### config.mk
export PLATFORM = sky130hd
export DESIGN_NAME = a2d_scheduler
export DESIGN_NICKNAME = d
export VERILOG_FILES = /design/src/rtl/a2d_pkg.sv /design/src/rtl/a2d_tmr.sv /design/src/rtl/a2d_scheduler.sv
export SDC_FILE = /design/constraint.sdc
export NUM_CORES = 1
export LEC_CHECK = 0
export CAP_MARGIN = 20
export CORE_AREA = 2 2 94 96
export DETAILED_ROUTE_END_ITERATION = 12
export DIE_AREA = 0 0 96 98
export GPL_TIMING_DRIVEN = 0
export PLACE_DENSITY = 0.77
export SLEW_MARGIN = 20
export SYNTH_ARGS = -nofsm -noshare
export SYNTH_HDL_FRONTEND = slang
export SYNTH_HIERARCHICAL = 1
export SYNTH_SLANG_ARGS = --single-unit
### constraint.sdc
create_clock -name clk -period 2.2 [get_ports clk]
set_input_delay 0.22 -clock clk [delete_from_list [all_inputs] [get_ports clk]]
set_output_delay 0.22 -clock clk [all_outputs]
set_load 0.005 [all_outputs]
### src/rtl/a2d_pkg.sv
// a2d_pkg: shared types and helpers for the A2D round-robin scheduler.
// Holds the FSM/slot enums, default channel map and command builder.
package a2d_pkg;

  typedef enum logic [2:0] {
    IDLE,
    SEL,
    WAIT_SEL,
    DEAD,
    RD,
    WAIT_RD,
    STORE,
    GAP
  } a2d_state_t;

  typedef enum logic [1:0] {
    SLOT_LFT,
    SLOT_RGHT,
    SLOT_STEER,
    SLOT_BATT
  } slot_t;

  localparam logic [15:0] DFLT_GAP_CLKS  = 16'd1024;
  localparam logic [3:0]  DFLT_DEAD_CLKS = 4'd4;
  localparam logic [2:0]  DFLT_CH_LFT    = 3'd0;
  localparam logic [2:0]  DFLT_CH_RGHT   = 3'd4;
  localparam logic [2:0]  DFLT_CH_STEER  = 3'd5;
  localparam logic [2:0]  DFLT_CH_BATT   = 3'd6;

  function automatic logic [15:0] mk_cmd(
    input logic [2:0] chnl
  );
    return {2'b00, chnl, 11'h000};
  endfunction

endpackage

### src/rtl/a2d_tmr.sv
// a2d_tmr: loadable down-counter shared by the DEAD and GAP waits.
// Ports: clk_i, rst_i (async high), ld_i/ld_val_i load, expired_o at zero.
module a2d_tmr #(
  parameter int W = 16
) (
  input  logic         clk_i,
  input  logic         rst_i,
  input  logic         ld_i,
  input  logic [W-1:0] ld_val_i,
  output logic         expired_o
);

  logic [W-1:0] cnt_q;
  logic [W-1:0] cnt_d;

  always_comb begin
    cnt_d = cnt_q;
    if (ld_i)
      cnt_d = ld_val_i;
    else if (cnt_q != '0)
      cnt_d = cnt_q - 1'b1;
  end

  always_ff @(posedge clk_i or posedge rst_i) begin
    if (rst_i)
      cnt_q <= '0;
    else
      cnt_q <= cnt_d;
  end

  assign expired_o = (cnt_q == '0);

endmodule

### src/rtl/a2d_scheduler.sv
// a2d_scheduler: round-robin ADC128S conversion sequencer over the SPI master.
// Ports: clk, rst, en; spi_wrt/spi_cmd/spi_done/spi_rd_data; results, upd_vld, round_done.
module a2d_scheduler
  import a2d_pkg::*;
#(
  parameter logic [15:0] GAP_CLKS  = DFLT_GAP_CLKS,
  parameter logic [3:0]  DEAD_CLKS = DFLT_DEAD_CLKS,
  parameter logic [2:0]  CH_LFT    = DFLT_CH_LFT,
  parameter logic [2:0]  CH_RGHT   = DFLT_CH_RGHT,
  parameter logic [2:0]  CH_STEER  = DFLT_CH_STEER,
  parameter logic [2:0]  CH_BATT   = DFLT_CH_BATT
) (
  input  logic        clk,
  input  logic        rst,
  input  logic        en,
  output logic        spi_wrt,
  output logic [15:0] spi_cmd,
  input  logic        spi_done,
  input  logic [15:0] spi_rd_data,
  output logic [11:0] lft_ld,
  output logic [11:0] rght_ld,
  output logic [11:0] steer_pot,
  output logic [11:0] batt,
  output logic [3:0]  upd_vld,
  output logic        round_done
);

  a2d_state_t  state_q, state_d;
  slot_t       slot_q, slot_d;
  logic [15:0] cmd_q, cmd_d;
  logic [11:0] res_q [4];
  logic [11:0] res_d [4];
  logic [3:0]  upd_q, upd_d;
  logic        rdone_q, rdone_d;
  logic        tmr_ld;
  logic [15:0] tmr_val;
  logic        tmr_exp;
  logic        rd_hi_unused;

  // Upper nibble of the ADC frame carries no conversion data.
  assign rd_hi_unused = ^spi_rd_data[15:12];

  function automatic logic [2:0] slot_ch(
    input slot_t s
  );
    logic [2:0] c;
    unique case (s)
      SLOT_LFT:   c = CH_LFT;
      SLOT_RGHT:  c = CH_RGHT;
      SLOT_STEER: c = CH_STEER;
      SLOT_BATT:  c = CH_BATT;
      default:    c = CH_LFT;
    endcase
    return c;
  endfunction

  a2d_tmr #(
    .W(16)
  ) u_tmr (
    .clk_i     (clk),
    .rst_i     (rst),
    .ld_i      (tmr_ld),
    .ld_val_i  (tmr_val),
    .expired_o (tmr_exp)
  );

  always_comb begin
    state_d = state_q;
    slot_d  = slot_q;
    cmd_d   = cmd_q;
    res_d   = res_q;
    upd_d   = '0;
    rdone_d = 1'b0;
    tmr_ld  = 1'b0;
    tmr_val = '0;
    unique case (state_q)
      IDLE: begin
        if (en) begin
          state_d = SEL;
          cmd_d   = mk_cmd(slot_ch(slot_q));
        end
      end
      SEL: state_d = WAIT_SEL;
      WAIT_SEL: begin
        // First frame returns the previous channel; drop it.
        if (spi_done) begin
          state_d = DEAD;
          tmr_ld  = 1'b1;
          tmr_val = {12'h000, DEAD_CLKS - 4'd1};
        end
      end
      DEAD: begin
        if (tmr_exp)
          state_d = RD;
      end
      RD: state_d = WAIT_RD;
      WAIT_RD: begin
        // Capture at done so the value and strobe appear together.
        if (spi_done) begin
          state_d       = STORE;
          res_d[slot_q] = spi_rd_data[11:0];
          upd_d[slot_q] = 1'b1;
          rdone_d       = (slot_q == SLOT_BATT);
        end
      end
      STORE: begin
        slot_d = slot_t'(slot_q + 2'd1);
        if (en) begin
          state_d = GAP;
          tmr_ld  = 1'b1;
          tmr_val = GAP_CLKS - 16'd1;
        end else begin
          state_d = IDLE;
        end
      end
      GAP: begin
        if (!en) begin
          state_d = IDLE;
        end else if (tmr_exp) begin
          state_d = SEL;
          cmd_d   = mk_cmd(slot_ch(slot_q));
        end
      end
      default: state_d = IDLE;
    endcase
  end

  always_ff @(posedge clk or posedge rst) begin
    if (rst) begin
      state_q <= IDLE;
      slot_q  <= SLOT_LFT;
      cmd_q   <= 16'h0000;
      res_q   <= '{default: '0};
      upd_q   <= '0;
      rdone_q <= 1'b0;
    end else begin
      state_q <= state_d;
      slot_q  <= slot_d;
      cmd_q   <= cmd_d;
      res_q   <= res_d;
      upd_q   <= upd_d;
      rdone_q <= rdone_d;
    end
  end

  assign spi_wrt    = (state_q == SEL) || (state_q == RD);
  assign spi_cmd    = cmd_q;
  assign lft_ld     = res_q[SLOT_LFT];
  assign rght_ld    = res_q[SLOT_RGHT];
  assign steer_pot  = res_q[SLOT_STEER];
  assign batt       = res_q[SLOT_BATT];
  assign upd_vld    = upd_q;
  assign round_done = rdone_q;

endmodule

-- After elaboration in Yosys (flattened, before gate mapping)
Index checks and enable logic that the tools add are counted.
- add/subtract/negate cells: 2
- magnitude comparators: 4
- equal/unequal tests: 17
- mux-type cells: 30
- bitwise operators: 1
- reduce and logical (&&, ||, !) cells: 12
- operators by type and width (cell ; number):
    $mux W16 ; 5
    $bwmux W48 ; 1
    $pmux W16 S2 ; 1
    $demux W12 S2 ; 1
    $pmux W3 S8 ; 1
    $mux W3 ; 7
    $pmux W10 S2 ; 1
    $logic_not A16 Y1 ; 1
    $reduce_bool A16 Y1 ; 1
    $sub A16 B1 Y16 const B ; 1
    $eq A3 B3 Y1 const B ; 4
    $mux W12 ; 1
    $ne A2 B2 Y1 const B ; 6
    $pmux W3 S4 ; 1
    $mux W10 ; 1
    $mux W4 ; 2
    $eq A3 B2 Y1 const B ; 2
    $mux W1 ; 5
    $reduce_and A5 Y1 ; 1
    $eq A2 B2 Y1 const B ; 2
    $reduce_and A4 Y1 ; 1
    $reduce_bool A2 Y1 ; 2
    $eq A3 B1 Y1 const B ; 1
    $ge A3 B3 Y1 const B ; 1
    15 further kinds ; 16
- register bits after elaboration: 90
- bits of input ports: 20
- output and inout bits: 70
- logic and storage cells: 76

-- Logic depth before layout (Yosys ltp)
- depth after elaboration: 6
- depth in mapped cells: 8
- depth with buffers taken out: 8

-- Cells and area by module
Netlist, hierarchy kept.
- by module, submodules not included (module ; instances ; cells each ; area each (sq um) ; sequential area each (sq um)):
    a2d_scheduler ; 1 ; 180 ; 2710.1 ; 1501.4
    a2d_tmr ; 1 ; 102 ; 993.5 ; 400.4

-- Worst setup path after synthesis
No wires, ideal clock.
- kind: flip-flop to flip-flop
- start point: register u_tmr.cnt_q[0]
- end point: register cmd_q[11] (netlist: spi_cmd[11])
- setup time: 0.125 ns
- arrival: 1.953 ns
- required time: 2.075 ns
- slack: 0.122 ns
- cell stages (with the launch flop): 9
- path buffers: 0
- period minus slack after synthesis: 2.078 ns
- cell sequence: dfrtp_1 -> inv_1 -> ha_1 -> nor3b_2 -> nand4b_4 -> nor2_4 -> and4_1 -> o21ai_1 -> mux2_2
- word-level cells in the longest chain between the ends: 3
- ends and longest elaborated chain (item ; RTL line ; RTL):
    from (decl) ; a2d_tmr.sv:13 ; logic [W-1:0] cnt_q;
    from (signal assigned) ; a2d_tmr.sv:28 ; cnt_q <= cnt_d;
    $logic_not A16 Y1 ; a2d_tmr.sv:31 ; assign expired_o = (cnt_q == '0);
    net tmr_exp ; a2d_scheduler.sv:37 ; logic tmr_exp;
    $ne A2 B2 Y1 (no source line) ; - ;
    $reduce_and A4 Y1 (no source line) ; - ;
    to (signal assigned) ; a2d_scheduler.sv:139 ; cmd_q <= cmd_d;
    to (decl) ; a2d_scheduler.sv:30 ; logic [15:0] cmd_q, cmd_d;
The timed path passes the listed nets, and every way through them passes these cells.
A chain may end at the register's enable or synchronous reset.

-- Worst setup path after layout
- start point: register u_tmr.cnt_q[0]
- end point: register cmd_q[12] (netlist: spi_cmd[12])
Same word-level chain as after synthesis.

==> reports/qor.csv <==
metric;value;unit
outcome;completed;
Top delay family on crit path;simple AND/OR/NAND/NOR gates;
Power Total;4.38;mW
Buf/Inv on CP;1;
clock tree root buffer cell;clkbuf_8;
library cells used by synthesis;48;
Max FO, Critical Path;5;
clk_lat worst skew;0.35;ns
sequential area share after synthesis;51.4;%
grt total ovfl;0;
Max Transition Viols Final;0;
measured slew at the worst slew-check pin;0.645;ns
Final period util;95.0;%
Core Region;0.00847;sq mm
type of the tightest min-delay check;input pin to asynchronous set/reset pin;
clock buffer depth;2;
CTS buffer count;9;
CP required;2.44;ns
clk sinks;76;
Yosys top cell by area;dfrtp_1;
DRT iter0 DRCs;92;
gr usage total;17.4;%
Worst Setup Start Kind;flip-flop;
Hold Vio Cnt, Final;0;
Via density;4.76;
worst rel slew slack;57.0;%
H-Tree Level Count;3;
worst setup path start;u_tmr/cnt_q[0];
Die Wd;96;microns
commonest non-fill, non-tap cell in the layout;dfrtp_1;
FMAX;478;MHz
share of the synthesized area in the top cell type;51.4;%
crit-path max cell delay;0.40;ns
power per cell area;898;mW/mm^2
I/O pin total;90;
Post-DRT Antenna Nets;0;
Fin Hold WS;0.110;ns
clk_skew;0.00521;ns
vias;2385;
Max rail drop VDD;0.435;mV
crit path cell chain;inv_1, ha_2, nor3b_4, nand4b_4, nor2_4, and4_1, o21ai_1, mux2_2;
setup TNS after final layout;0;ns
Max-Cap Viols;0;
post-synthesis register bit count;76;
CTS tree;built;
antenna cells;0;
Syn Area/Cell;13.1;sq um
Port Buffer Count;72;
CP arrival;2.33;ns
GPL Wtd Cong;0.792;
Routed WL per cell;15.1;microns
Worst Path Class, Setup;flip-flop to flip-flop;
die area;0.00941;sq mm
Initial Utilization;43.7;%
Synth Warn #;6;
synthesized instance count;282;
vias in the first global route;2516;
worst r2r src;u_tmr/cnt_q[0];
setup violators final;0;
Non-Filler Instances;501;
most frequent cells in the layout;76 x dfrtp_1, 72 x clkdlybuf4s50_1, 36 x mux2_4, 24 x nand2_1, 19 x conb_1;
Die Y;98;microns
Post-Synthesis Cell Area;0.00370;sq mm
initial antenna violation count;0;
first-pass GRT wire length;12500;microns
nets;415;
Tmin final;2.09;ns
register clock-pin slew on the reported worst setup and hold paths;0.08;ns
Synth area leaders;dfrtp_1 51%, mux2_4 15%, mux2_2 4.6%;
area grow syn2layout;31.8;%
fin util;57.7;%
fraction of layout cells with a size suffix above 1;29.0;%
Post-Route WL;7580;microns
leakage;2.42;nW
DP HPWL;5430;microns
DRC;0;
Slowest-stage cell, CP;dfrtp_1;
dpl cells;481;
row count;34;
TritonRoute pass-1 iters;4;
CTS Hold Bufs;0;
largest net degree at the start of global routing;60;
Setup crit end kind;flip-flop;
[logic make-up (layout without fill, tap and decap cells)]
logic type	count (synthesis)	in the layout	synth area share (%)
flops	76	76	51.4
simple gates	64	64	11.5
mux	55	55	20.3
buf+inv	37	130	6.25
compound gates	29	29	5.14
xor+xnor	13	13	3.07
fa+ha+maj	7	7	2.36
other cells	1	19	0.101
[report_power, final]
group          leakage (nW)  switching [mW]  internal [mW]  total [mW]
combinational          1.33           0.543          0.832        1.38
clock                0.0886           0.560          0.427       0.987
sequential            0.997           0.306           1.72        2.02
[area by class of cell]
type / count / area, sq um
clock buffers: 9 / 124
clock inverters: 7 / 57.6
inverters: 13 / 51.3
repair buffers: 77 / 778
flip-flops and latches: 76 / 1900
multi-input cells: 187 / 1650
plain buffers: 24 / 183
well taps: 108 / 135
fillers: 696 / 3580
[metrics by stage]
stage	cell area [sq um]	setup slack, ns
after floorplan	3770	0.122
after global placement	4630	-0.658
after detailed placement	4660	-0.159
after CTS	4860	0.0642
after global routing	4880	-0.0157
final	4880	0.109
[per-layer routing]
layer | GRT usage (%) | vias up | wire length [microns]
li1 | - | 1146 | -
met1 | 22.5 | 1183 | 3270
met2 | 28.0 | 48 | 3910
met3 | 4.40 | 8 | 319
met4 | 6.15 | 0 | 90
met5 | 0 | - | 0
[worst reg2reg max path, cell delays in order (launching register included)]
cell      delay, ns
dfrtp_1        0.40
inv_1          0.10
ha_2           0.23
nor3b_4        0.27
nand4b_4       0.19
nor2_4         0.15
and4_1         0.20
o21ai_1        0.15
mux2_2         0.31
[worst paths after layout]
kind,end,cells past startpoint,slack [ns]
min,state_q[0],2,0.11
max,spi_cmd[12],8,0.11
max in group asynchronous,u_tmr/cnt_q[13],2,1.43
min reg2reg,rght_ld[11],1,0.51
max reg2reg,spi_cmd[12],8,0.11
min in group clk,rght_ld[11],1,0.51
[state kept, by name, summed over array words and instances (netlist names), 3 cells and up]
signal and cells:
u_tmr/cnt_q 16, rght_ld 12, upd_vld 3, steer_pot 12, batt 12, spi_cmd 3
state_q 3, lft_ld 12
[cell usage after synthesis, drive strengths merged]
master	number
xnor2	12
mux2i	3
dfrtp	76
and4b	1
nand3	3
nor3	7
a211oi	2
nand2b	4
nand3b	2
and4	1
o2111ai	1
o211ai	1
conb	1
mux2	52
nor2	11
a21o	1
xor2	1
nand2	28
ha	7
o41ai	1
buf	21
a21boi	1
or2	1
nor3b	3
a21oi	9
nand4	1
a211o	1
o22ai	1
nor4	1
inv	13
o21ai	6
o31ai	3
o311ai	2
clkbuf	3
nand4b	1
[repair_timing]
item,in CTS,in global routing
pin swaps,1,0
setup buffers,2,2
gates resized for setup,1,2
endpoints found under the setup margin,3,5
(Power assumes the default switching activity.)
